[src/rtl/sync_edge_filter.sv]
// Multi-channel level synchroniser with optional glitch filter and rise/fall pulse outputs.
// Build option: define SYNC_FILTER_EN to add the per-channel FILT_CYCLES stability filter.
module sync_edge_filter #(
  parameter int unsigned NUM_STAGES  = 2,
  parameter int unsigned BUS_WIDTH   = 4,
  parameter int unsigned FILT_CYCLES = 4
) (
  input  logic                 CLK,
  input  logic                 RST,
  input  logic [BUS_WIDTH-1:0] ASYNC,
  output logic [BUS_WIDTH-1:0] SYNC,
  output logic [BUS_WIDTH-1:0] RISE,
  output logic [BUS_WIDTH-1:0] FALL,
  output logic                 CHANGED
);

  logic [BUS_WIDTH-1:0][NUM_STAGES-1:0] st_q, st_d;
  logic [BUS_WIDTH-1:0]                 tap;
  logic [BUS_WIDTH-1:0]                 sync_q, sync_d;
  logic [BUS_WIDTH-1:0]                 prev_q;

  // Per-channel flop chain; bit 0 is the metastability-exposed capture flop.
  always_comb begin
    st_d = st_q;
    for (int i = 0; i < int'(BUS_WIDTH); i++) begin
      st_d[i] = {st_q[i][NUM_STAGES-2:0], ASYNC[i]};
      tap[i]  = st_q[i][NUM_STAGES-1];
    end
  end

`ifdef SYNC_FILTER_EN
  localparam int unsigned CNT_W = $clog2(FILT_CYCLES + 1);

  logic [BUS_WIDTH-1:0][CNT_W-1:0] cnt_q, cnt_d;

  // Level only moves after FILT_CYCLES consecutive disagreeing tap samples.
  always_comb begin
    sync_d = sync_q;
    cnt_d  = cnt_q;
    for (int i = 0; i < int'(BUS_WIDTH); i++) begin
      if (tap[i] == sync_q[i]) begin
        cnt_d[i] = '0;
      end else if (cnt_q[i] == CNT_W'(FILT_CYCLES - 1)) begin
        sync_d[i] = tap[i];
        cnt_d[i]  = '0;
      end else begin
        cnt_d[i] = cnt_q[i] + CNT_W'(1);
      end
    end
  end

  always_ff @(posedge CLK or negedge RST) begin
    if (!RST) cnt_q <= '0;
    else      cnt_q <= cnt_d;
  end
`else
  always_comb begin
    sync_d = tap;
  end
`endif

  always_ff @(posedge CLK or negedge RST) begin
    if (!RST) begin
      st_q   <= '0;
      sync_q <= '0;
      prev_q <= '0;
    end else begin
      st_q   <= st_d;
      sync_q <= sync_d;
      prev_q <= sync_q;
    end
  end

  // Edge pulses decode only from registers, so no path from ASYNC reaches them.
  assign SYNC    = sync_q;
  assign RISE    = sync_q & ~prev_q;
  assign FALL    = ~sync_q & prev_q;
  assign CHANGED = |(RISE | FALL);

endmodule

[config.mk]
export PLATFORM = sky130hd
export DESIGN_NAME = sync_edge_filter
export DESIGN_NICKNAME = d
export VERILOG_FILES = /design/src/rtl/sync_edge_filter.sv
export SDC_FILE = /design/constraint.sdc
export NUM_CORES = 1
export LEC_CHECK = 0
export ABC_AREA = 1
export CORE_UTILIZATION = 40
export CTS_BUF_LIST = sky130_fd_sc_hd__clkbuf_8
export CTS_CLUSTER_SIZE = 16
export DETAILED_ROUTE_END_ITERATION = 10
export GPL_TIMING_DRIVEN = 0
export PLACE_DENSITY = 0.81
export SETUP_SLACK_MARGIN = 0.3
export SYNTH_ARGS = -nofsm -noshare
export SYNTH_HDL_FRONTEND = slang
export SYNTH_SLANG_ARGS = --single-unit
[constraint.sdc]
create_clock -name CLK -period 0.9 [get_ports CLK]
set_input_delay 0.18 -clock CLK [delete_from_list [all_inputs] [get_ports CLK]]
set_output_delay 0.18 -clock CLK [all_outputs]
set_load 0.02 [all_outputs]
==> summary.md, run 1 <==
| Metric | Value |
|---|---|
| Maximum level of the CTS H-tree | 1 |
| Min cycle time layout | 1360 ps |
| Post-Synthesis Cell Area | 549 um2 |
| Setup-failing EPs final | 13 |
| Residual antenna-violating net count after detailed routing | 0 |
| Share of synthesized flip-flops with an asynchronous set or reset | 100% |
| Most instantiated library cell after synthesis | dfrtp_1 |
| Crit Path Class | flop to primary output |
| Max stage delay cell, worst path | dfrtp_2 |
| Endpoint of the most critical register-to-register path | prev_q[2]$_DFF_PN0_ |
| Dominant combinational cell family by area after synthesis | adder cells |
| Number of filler cells placed in the layout | 59 |
| Nature of the critical path startpoint | flop |
| Setup WS post-layout | -463 ps |
| Cell chosen for the clock root | clkbuf_8 |
| Gate Count Post-Synth | 37 |
| Num ports | 19 |
| Number of search-and-repair iterations in the first detailed-routing pass | 1 |
| Vias per cell | 4.18 |
| Synthesized-area fraction occupied by adder cells | 18.2% |
| Synthesis-stage register bit count | 16 |
| Number of max-cap violations | 0 |
| Crit Reg-Reg Startpoint | SYNC[2]$_DFF_PN0_ |
| Post-synth EDFFs | 0 |
| CP Data Arrival Time | 1180 ps |
| Iteration-0 DRC count of the detailed router | 0 |
| Mean Syn Cell Area | 14.8 um2 |
| Max-Slew Margin vs Limit | 75.1% |
| Sequential area share after synthesis | 72.9% |
| Vias in the first global route | 352 |
| Cell types with the largest area share after synthesis | dfrtp_1, ha_1, inv_1 |
| Chip Width | 39.1 um |
| Leakage power | 0.000464 uW |
| Final weighted congestion of routability-driven global placement | 0.563 |
| Result of the run | finished with violations |
| Final hold violation count | 16 |
| Largest incremental delay on the critical path | 390 ps |
| Die area | 1530 um2 |
| Final period utilization | 151% |
| Failing checks | hold timing, setup timing |
| Placed Instance Area | 812 um2 |
| Number of placement rows | 12 |
| Kind of end point of the critical path | primary output |
| Required time of the critical path | 720 ps |
| Die boundary height | 39.1 um |
| Estimated wirelength of the detail-placed design | 587 um |
| Synth unique cells | 4 |
| Number of warnings reported in the yosys synthesis log | 0 |
| Post-route cell area | 981 um2 |
| Synthesized-area fraction occupied by ao, oa, aoi and oai cells | 0% |
| Syn_nets | 51 |
| P&R area growth vs syn | 78.6% |
| Basic-gate share of the synthesized area counting and, or, nand and nor cells | 2.05% |
| Total congestion overflow | 0 |
| Number of buffers inserted for hold repair after clock tree synthesis | 0 |
| Post-synthesis mux area share | 0% |
| Non-Filler Instances | 79 |
| Maximum clock skew at final layout | 0.373 ps |
| Design Power | 1540 uW |
| Final hold slack | -154 ps |
| Wire length of the first global-routing pass | 1440 um |
| Origin of the worst setup path | SYNC[0]$_DFF_PN0_ |
| Post-CTS clock slew at the launch and capture registers of the worst setup and hold paths | 60 ps |
| Clock insertion delay at the later pin of the skew report | 240 ps |
| Peak supply drop | 1310 uV |
| Post-synth top cells | dfrtp_1, inv_1, ha_1 |
| WL final | 967 um |
| DRC violation count after routing | 0 |
| Antenna violations before repair | 0 |
| Number of buffers and inverters on the critical path | 3 |
| Number of cells on the worst reg-to-reg path | 2 |
| Num Clock Sinks | 16 |
| End point of the critical path | CHANGED |
| Count of port buffers added during placement | 18 |
| Placed cell count | 69 |
| Highest Clock Rate | 0.733 GHz |
| Reg-to-reg setup timing slack | 130 ps |
| Fraction of layout cells with a size suffix above 1 | 66.2% |
| Routed via count | 330 |
| Starting Density | 46.3% |
| Tightest Hold Check Type | input pin to async pin |
| Maximum number of pins on one net before global-route repair | 17 |
| Unrepaired setup endpoints after global routing | true |
| Library cell occupying the most area in the post-synthesis netlist | dfrtp_1 |
| NumNets Final | 81 |
| Number of buffers on the longest clock path | 2 |
| XOR/XNOR share of the synthesized area | 0% |
| Stages on worst setup path | 6 |
| Transition at the pin with the smallest max-transition slack | 374 ps |
| Final antenna diode count | 0 |
| Core footprint | 1190 um2 |
| Fraction of post-synthesis cell area in the top cell type by area | 72.9% |
| CTS tree | done |
| CP Cell Sequence | inv_2, ha_4, nand2_2, inv_2, nand2_2, buf_6 |
| WL per Instance | 12.2 um |
| Number of buffers created by CTS | 3 |
| Count of pins over their slew limit | 0 |
| Cell area power density | 1570 nW/um2 |
| Predominant post-synthesis flop cell | dfrtp_1 |
| CP delay by family, top | flip-flops |
| Crit path max fanout | 4 |
| Overall fraction of global-route tracks in use | 15.0% |
cell usage in the layout (no fill, tap or decap):
cell type,n
buf_6,18
dfrtp_1,12
ha_4,8
inv_1,5
inv_2,5
dfrtp_2,4
clkdlybuf4s50_1,4
clkbuf_8,3
nand2_2,2
buf_4,2
nand2_1,1
clkbuf_2,1
power by group:
part / leakage, uW / total, uW / switching [uW] / internal [uW]
combinational: 0.000260 / 259 / 120 / 138
sequential: 0.000182 / 782 / 23.7 / 758
clock: 0.0000216 / 504 / 209 / 295
through the flow:
stage | setup TNS (ps) | util (%) | setup slack (ps) | hold WS [ps]
finish | -3830 | 82.7 | -463 | -154
global route | -4250 | 82.7 | -526 | -125
CTS | -3640 | 78.2 | -473 | 95.2
detailed placement | -8760 | 68.5 | -696 | 337
global placement | -7960 | 68.5 | -665 | 335
floorplan | -206 | - | -190 | -116
worst reg2reg max path, delay by kind of cell (launching register included):
family / cells / cell delay (ps)
flip-flops: 1 / 420
buffers and inverters: 2 / 240
registers in the layout, summed over array words and instances, names as in the netlist:
signal	count
st_q	4
SYNC	4
st_d	4
prev_q	4
routing by layer:
layer	vias up	track usage (%)	wire, um
met3	0	1.73	34
met5	-	0	0
met1	150	16.3	423
li1	165	-	-
met4	0	7.76	0
met2	15	27.9	509
worst min-delay path by stage:
| stage | from | endpoint | slack [ps] | depth (start not counted) |
|---|---|---|---|---|
| 5_1_grt | RST | st_q[5]$_DFF_PN0_ | -130 | 1 |
| 3_5_place_dp | st_q[1]$_DFF_PN0_ | SYNC[0]$_DFF_PN0_ | 340 | 0 |
| 2_1_floorplan | RST | SYNC[0]$_DFF_PN0_ | -120 | 0 |
| 4_1_cts | RST | st_q[5]$_DFF_PN0_ | 100 | 1 |
| 3_3_place_gp | st_q[3]$_DFF_PN0_ | SYNC[1]$_DFF_PN0_ | 330 | 0 |
| 6_report | RST | st_q[3]$_DFF_PN0_ | -150 | 1 |
layout make-up:
cell class | instances | area (um2) | area share (%)
Tap cell | 14 | 17.5 | 1.79
Sequential cell | 16 | 405 | 41.3
Clock buffer | 3 | 41.3 | 4.21
Multi-Input combinational cell | 11 | 216 | 22.1
Timing Repair Buffer | 25 | 263 | 26.8
Inverter | 10 | 37.5 | 3.83
cells by family after synthesis:
logic type	after synthesis
buffers and inverters	10
and+or+nand+nor	3
adders and majority gates	8
DFF	16
what timing repair did:
| action | in CTS | in global routing |
|---|---|---|
| gates resized for setup | 82 | 11 |
| buffers inserted | 5 | 2 |
| setup endpoints to repair | 29 | 32 |
| hold endpoints to repair | 0 | 16 |
| pin swaps | 3 | 3 |
| gates cloned | 0 | 0 |
Power figures use the tool's default switching activity.
==> inputs of run 2 (changes only) <==
- CORE_AREA: default -> 2 2 39 41
- CORE_UTILIZATION: 40 -> default
- DIE_AREA: default -> 0 0 41 43
- PLACE_DENSITY: 0.81 -> 0.8
- clock period: 0.9 -> 1.7 ns (I/O delays scaled with it)
==> run 2 against run 1 <==
The run now ends clean. Combinational power shrank 61%. Via count rose by 4.2%. Sequential power is 47% lower. Clock skew up 0.58 ps. Critical path depth stayed put. Sequential share of layout area grew 4.7 points. Critical path type unchanged. Critical endpoint unchanged. Highest routed layer is now met4.
==> summary.md, run 2 (synthesis gave the netlist of run 1 again) <==
| Metric | Value |
|---|---|
| Number of search-and-repair iterations in the first detailed-routing pass | 3 (+2) |
| Peak supply drop | 510 uV (-61%) |
| WL final | 802 um (-17%) |
| Post-CTS clock slew at the launch and capture registers of the worst setup and hold paths | 50 ps (about the same) |
| Post-route cell area | 870 um2 (-11%) |
| Design Power | 773 uW (-50%) |
| Setup-failing EPs final | 0 (-13) |
| Number of buffers on the longest clock path | 2 (unchanged) |
| Reg-to-reg setup timing slack | 1050 ps (+920 ps) |
| Die area | 1760 um2 (+16%) |
| Transition at the pin with the smallest max-transition slack | 648 ps (+274 ps) |
| Number of cells on the worst hold path | 0 |
| Cell area power density | 889 nW/um2 (-44%) |
| Total congestion overflow | 0 (unchanged) |
| Max stage delay cell, worst path | dfrtp_1 |
| Unrepaired setup endpoints after global routing | true |
| Most common cell after layout, fill and taps aside | dfrtp_1 |
| Estimated wirelength of the detail-placed design | 587 um (about the same) |
| Iteration-0 DRC count of the detailed router | 1 (+1) |
| Overall fraction of global-route tracks in use | 11.1% (-3.9 points) |
| Maximum level of the CTS H-tree | 1 (unchanged) |
| Largest incremental delay on the critical path | 380 ps (about the same) |
| Maximum clock skew at final layout | 0.954 ps (+0.582 ps) |
| Count of port buffers added during placement | 18 (unchanged) |
| Highest-count cells in the layout ignoring fill and taps | dfrtp_1, inv_1, buf_6 |
| Required time of the critical path | 1360 ps (+640 ps) |
| Num ports | 19 (unchanged) |
| Final antenna diode count | 0 (unchanged) |
| Routed via count | 344 (+4.2%) |
| Wire length of the first global-routing pass | 1260 um (-13%) |
| Final period utilization | 90.9% |
| Maximum number of pins on one net before global-route repair | 17 (unchanged) |
| End point of the critical path | CHANGED |
| Leakage power | 0.000457 uW (-1.4%) |
| Nature of the critical path startpoint | flop |
| Endpoint of the most critical register-to-register path | prev_q[2]$_DFF_PN0_ |
| DRC violation count after routing | 0 (unchanged) |
| Crit Reg-Reg Startpoint | SYNC[2]$_DFF_PN0_ |
| Residual antenna-violating net count after detailed routing | 0 (unchanged) |
| Number of placement rows | 14 (+2) |
| Chip Width | 41 um (+5.0%) |
| Core footprint | 1380 um2 (+17%) |
| NumNets Final | 81 (unchanged) |
| Number of buffers created by CTS | 3 (unchanged) |
| Kind of end point of the critical path | primary output |
| Num Clock Sinks | 16 (unchanged) |
| Min cycle time layout | 1550 ps |
| Number of filler cells placed in the layout | 121 (+110%) |
| Result of the run | finished, final reports clean |
| Count of pins over their slew limit | 0 (unchanged) |
| Number of cells on the worst reg-to-reg path | 1 (-1) |
| Final weighted congestion of routability-driven global placement | 0.597 (+6.0%) |
| Non-Filler Instances | 81 (+2.5%) |
| WL per Instance | 9.90 um (-19%) |
| Highest Clock Rate | 0.647 GHz |
| Starting Density | 39.7% (-6.6 points) |
| CP Cell Sequence | inv_1, ha_1, nand2_1, inv_1, nand2_1, buf_6 |
| Die boundary height | 43 um (+10%) |
| CP Data Arrival Time | 1210 ps (+30 ps) |
| Number of max-cap violations | 0 (unchanged) |
| CTS tree | done |
| Number of buffers inserted for hold repair after clock tree synthesis | 0 (unchanged) |
| Tightest Hold Check Type | flop to flop |
| Crit path max fanout | 3 (-1) |
| Placed Instance Area | 749 um2 (-7.7%) |
| Clock insertion delay at the later pin of the skew report | 240 ps (about the same) |
| Origin of the worst setup path | SYNC[2]$_DFF_PN0_ |
| Vias in the first global route | 368 (+4.5%) |
| Antenna violations before repair | 0 (unchanged) |
| Final hold violation count | 0 (-16) |
| Placed cell count | 71 (+2.9%) |
| P&R area growth vs syn | 58.3% |
| Cell chosen for the clock root | clkbuf_8 |
| Max-Slew Margin vs Limit | 56.7% (-18 points) |
| Vias per cell | 4.25 (+1.7%) |
| Fraction of layout cells with a size suffix above 1 | 36.9% (-29 points) |
| Crit Path Class | flop to primary output |
## run 2: cell count changes in the layout (fill, tap and decap cells not counted), sizes merged
cell | before | now
buf | 20 | 16
clkdlybuf4s50 | 4 | 5
clkbuf | 4 | 3
dlygate4sd2 | 0 | 4
## run 2: routing by layer
layer  track usage, %  share of wire, %
met1             8.90                34
met4             8.00              0.87
met5                0                 0
met2             20.0                58
met3             3.14               6.4
## run 2: critical path, delay by kind of cell, from the launching register on
kind | cells | cell delay, ps
AND/OR/NAND/NOR | 2 | 120
flip-flops | 1 | 380
adder cells (fa/ha/maj) | 1 | 270
buffers and inverters | 3 | 200
## run 2: timing repair
action	CTS	global route
endpoints found under the setup margin	13	5
buffers inserted	4	3
gates resized for setup	52	6
pin swaps	2	6
## run 2: report_power, final
| group | internal (uW) | switching [uW] |
|---|---|---|
| sequential | 401 | 10.2 |
| combinational | 50.3 | 51.6 |
| clock | 156 | 104 |
## run 2: through the flow
step           util [%]  TNS (ps)  hold slack, ps  setup WS (ps)
3_3_place_gp       54.2      -101             333           -101
3_5_place_dp       54.2      -108             335           -108
2_1_floorplan         -         0            44.4            308
4_1_cts            58.3         0             347            122
6_report           62.8         0             346            154
5_1_grt            62.8         0             353           76.8
## run 2: final cells by class
type / count / area (um2) / area share (%)
timing repair buffer: 25 / 219 / 25.2
tap: 16 / 20.0 / 2.30
inverter: 10 / 37.5 / 4.32
sequential: 16 / 400 / 46.0
multi-input combinational: 11 / 151 / 17.4
clock buffer: 3 / 41.3 / 4.75
## run 2: worst min-delay path by stage
stage	from	end	slack, ps
6_report	st_q[1]$_DFF_PN0_	SYNC[0]$_DFF_PN0_	350
5_1_grt	st_q[5]$_DFF_PN0_	SYNC[2]$_DFF_PN0_	350
4_1_cts	st_q[1]$_DFF_PN0_	SYNC[0]$_DFF_PN0_	350
3_5_place_dp	st_q[1]$_DFF_PN0_	SYNC[0]$_DFF_PN0_	330
3_3_place_gp	st_d[3]$_DFF_PN0_	st_q[3]$_DFF_PN0_	330
2_1_floorplan	RST	SYNC[0]$_DFF_PN0_	40
==> inputs of run 3 (changes only) <==
- CORE_AREA: 2 2 39 41 -> default
- CORE_UTILIZATION: default -> 35
- DIE_AREA: 0 0 41 43 -> default
- PLACE_DENSITY: 0.8 -> 0.7
==> run 3 against run 2 <==
First-iteration DRC count did not move. Critical path type unchanged. Clock skew rose by 1.0 ps. Largest cell class unchanged. Sequential share of layout area down 2.7 points. Non-clock buffer count up 2. Global-route usage is 0.86 points lower. Highest routed layer unchanged. Flip-flop and latch count unchanged. Sequential power about the same. Core utilization rose by 4.0 points.
==> summary.md, run 3 (synthesis gave the netlist of run 1 again) <==
| Metric | Value |
|---|---|
| Count of pins over their slew limit | 0 (unchanged) |
| NumNets Final | 83 (+2.5%) |
| Number of buffers created by CTS | 3 (unchanged) |
| Kind of end point of the critical path | primary output |
| Final hold violation count | 0 (unchanged) |
| Fraction of layout cells with a size suffix above 1 | 42.6% (+5.7 points) |
| Min cycle time layout | 1590 ps (+42.6 ps) |
| Crit path max fanout | 3 (unchanged) |
| Reg-to-reg setup timing slack | 840 ps (-210 ps) |
| Final period utilization | 93.4% (+2.5 points) |
| Antenna violations before repair | 0 (unchanged) |
| Final antenna diode count | 0 (unchanged) |
| Reg power frac | 48.5% (-4.6 points) |
| Cell chosen for the clock root | clkbuf_8 |
| Number of buffers on the longest clock path | 2 (unchanged) |
| Crit Path Class | flop to primary output |
| Max stage delay cell, worst path | dfrtp_1 |
| Nature of the critical path startpoint | flop |
| Comb power frac | 13.8% (+0.6 points) |
| Leakage power | 0.000479 uW (+4.7%) |
| Chip Width | 41.6 um (+1.5%) |
| Residual antenna-violating net count after detailed routing | 0 (unchanged) |
| Tightest Hold Check Type | flop to flop |
| Fin Setup TNS | 0 ps (unchanged) |
| Number of placement rows | 13 (-1) |
| Core footprint | 1380 um2 (about the same) |
| Clock insertion delay at the later pin of the skew report | 240 ps (about the same) |
| Post-CTS clock slew at the launch and capture registers of the worst setup and hold paths | 60 ps (about the same) |
| Highest-count cells in the layout ignoring fill and taps | dfrtp_1, buf_6, inv_1 |
| Highest Clock Rate | 0.630 GHz (-2.7%) |
| Peak supply drop | 865 uV (+70%) |
| WL final | 792 um (-1.2%) |
| Die boundary height | 41.6 um (-3.2%) |
| Maximum clock skew at final layout | 2.00 ps (+1.05 ps) |
| Final weighted congestion of routability-driven global placement | 0.639 (+7.0%) |
| Cell internal power dissipation | 664 uW (+9.3%) |
| Die area | 1730 um2 (-1.8%) |
| Number of max-cap violations | 0 (unchanged) |
| Fraction of power spent switching nets | 21.2% (-0.25 points) |
| Iteration-0 DRC count of the detailed router | 1 (unchanged) |
| Result of the run | finished, final reports clean |
| Design Power | 842 uW (+9.0%) |
| Power share of the clock group | 37.7% (+4.0 points) |
| Max-Slew Margin vs Limit | 56.2% (-0.50 points) |
| CTS tree | done |
| Vias per cell | 4.39 (+3.3%) |
| Estimated wirelength of the detail-placed design | 442 um (-25%) |
| Num Clock Sinks | 16 (unchanged) |
| Crit path top cell by count | buf_6 |
| Routed via count | 364 (+5.8%) |
| Most common cell after layout, fill and taps aside | dfrtp_1 |
| DRC violation count after routing | 0 (unchanged) |
| Unrepaired setup endpoints after global routing | true |
| Required time of the critical path | 1360 ps (about the same) |
| CP delay by family, top | buffers and inverters |
| Maximum number of pins on one net before global-route repair | 17 (unchanged) |
| Setup-failing EPs final | 0 (unchanged) |
| CP Data Arrival Time | 1250 ps (+40 ps) |
| CP Cell Sequence | buf_4, buf_6, buf_6, ha_4, buf_6 |
| Wire length of the first global-routing pass | 1310 um (+4.5%) |
| Vias in the first global route | 325 (-12%) |
| Number of search-and-repair iterations in the first detailed-routing pass | 2 (-1) |
| Number of buffers and inverters on the critical path | 4 (+1) |
| Largest incremental delay on the critical path | 400 ps (+20 ps) |
| Num ports | 19 (unchanged) |
| Transition at the pin with the smallest max-transition slack | 655 ps (+7.48 ps) |
| Net Sw Power | 179 uW (+7.7%) |
| P&R area growth vs syn | 68.3% |
| Count of port buffers added during placement | 18 (unchanged) |
| WL per Instance | 9.54 um (-3.6%) |
| Maximum level of the CTS H-tree | 1 (unchanged) |
| Overall fraction of global-route tracks in use | 10.2% (-0.86 points) |
| Total congestion overflow | 0 (unchanged) |
| Cell area power density | 911 nW/um2 (+2.5%) |
| Starting Density | 39.7% (about the same) |
==> run 3: cell type report <==
type,instances,area (um2)
inverter,10,37.5
timing repair buffer,27,249
clock buffer,4,55.1
tap,15,18.8
sequential,16,400
fill,102,458
multi-input combinational,11,164
==> run 3: routing by layer <==
layer  vias up  wire length, um  GRT usage, %
met3         4               53          2.61
met5         -                0             0
met2        17              401          16.6
met4         0               25          7.74
met1       176              312          11.4
li1        167                -             -
==> run 3: power by group through the flow <==
stage               registers [uW]  logic (uW)  clock network [uW]
floorplan                      421        35.0                   0
global placement               416        86.8                   0
detailed placement             417        88.6                   0
CTS                            409         102                 328
global route                   410         126                 353
finish                         409         116                 318
==> run 3: repair_timing <==
item / 4_1_cts / 5_1_grt
gates resized for setup: 61 / 8
setup buffers: 6 / 3
setup endpoints to repair: 13 / 8
hold buffers: 0 / 0
pin swaps: 1 / 3
endpoints found under the hold margin: 0 / 0
==> run 3: path summary, 6_finish.rpt <==
kind / cells past startpoint / endpoint / startpoint
setup / recovery: 5 / RISE[3] / SYNC[3]$_DFF_PN0_
min in group asynchronous: 1 / st_q[3]$_DFF_PN0_ / RST
setup reg to reg: 3 / prev_q[3]$_DFF_PN0_ / SYNC[3]$_DFF_PN0_
max in group asynchronous: 1 / st_d[5]$_DFF_PN0_ / RST
hold reg to reg: 0 / SYNC[0]$_DFF_PN0_ / st_q[1]$_DFF_PN0_
hold / removal: 0 / SYNC[0]$_DFF_PN0_ / st_q[1]$_DFF_PN0_
==> run 3: per-stage QoR <==
| stage | setup WS [ps] | area, um2 | hold slack [ps] | std cells | utilization (%) |
|---|---|---|---|---|---|
| 6_report | 112 | 925 | 346 | 83 | 66.9 |
| 4_1_cts | 124 | 873 | 348 | 80 | 63.2 |
| 3_5_place_dp | -102 | 748 | 335 | 70 | 54.1 |
| 2_1_floorplan | 308 | 549 | 44.4 | 37 | - |
| 5_1_grt | 55.8 | 925 | 357 | 83 | 66.9 |
| 3_3_place_gp | -81.8 | 748 | 334 | 70 | 54.1 |
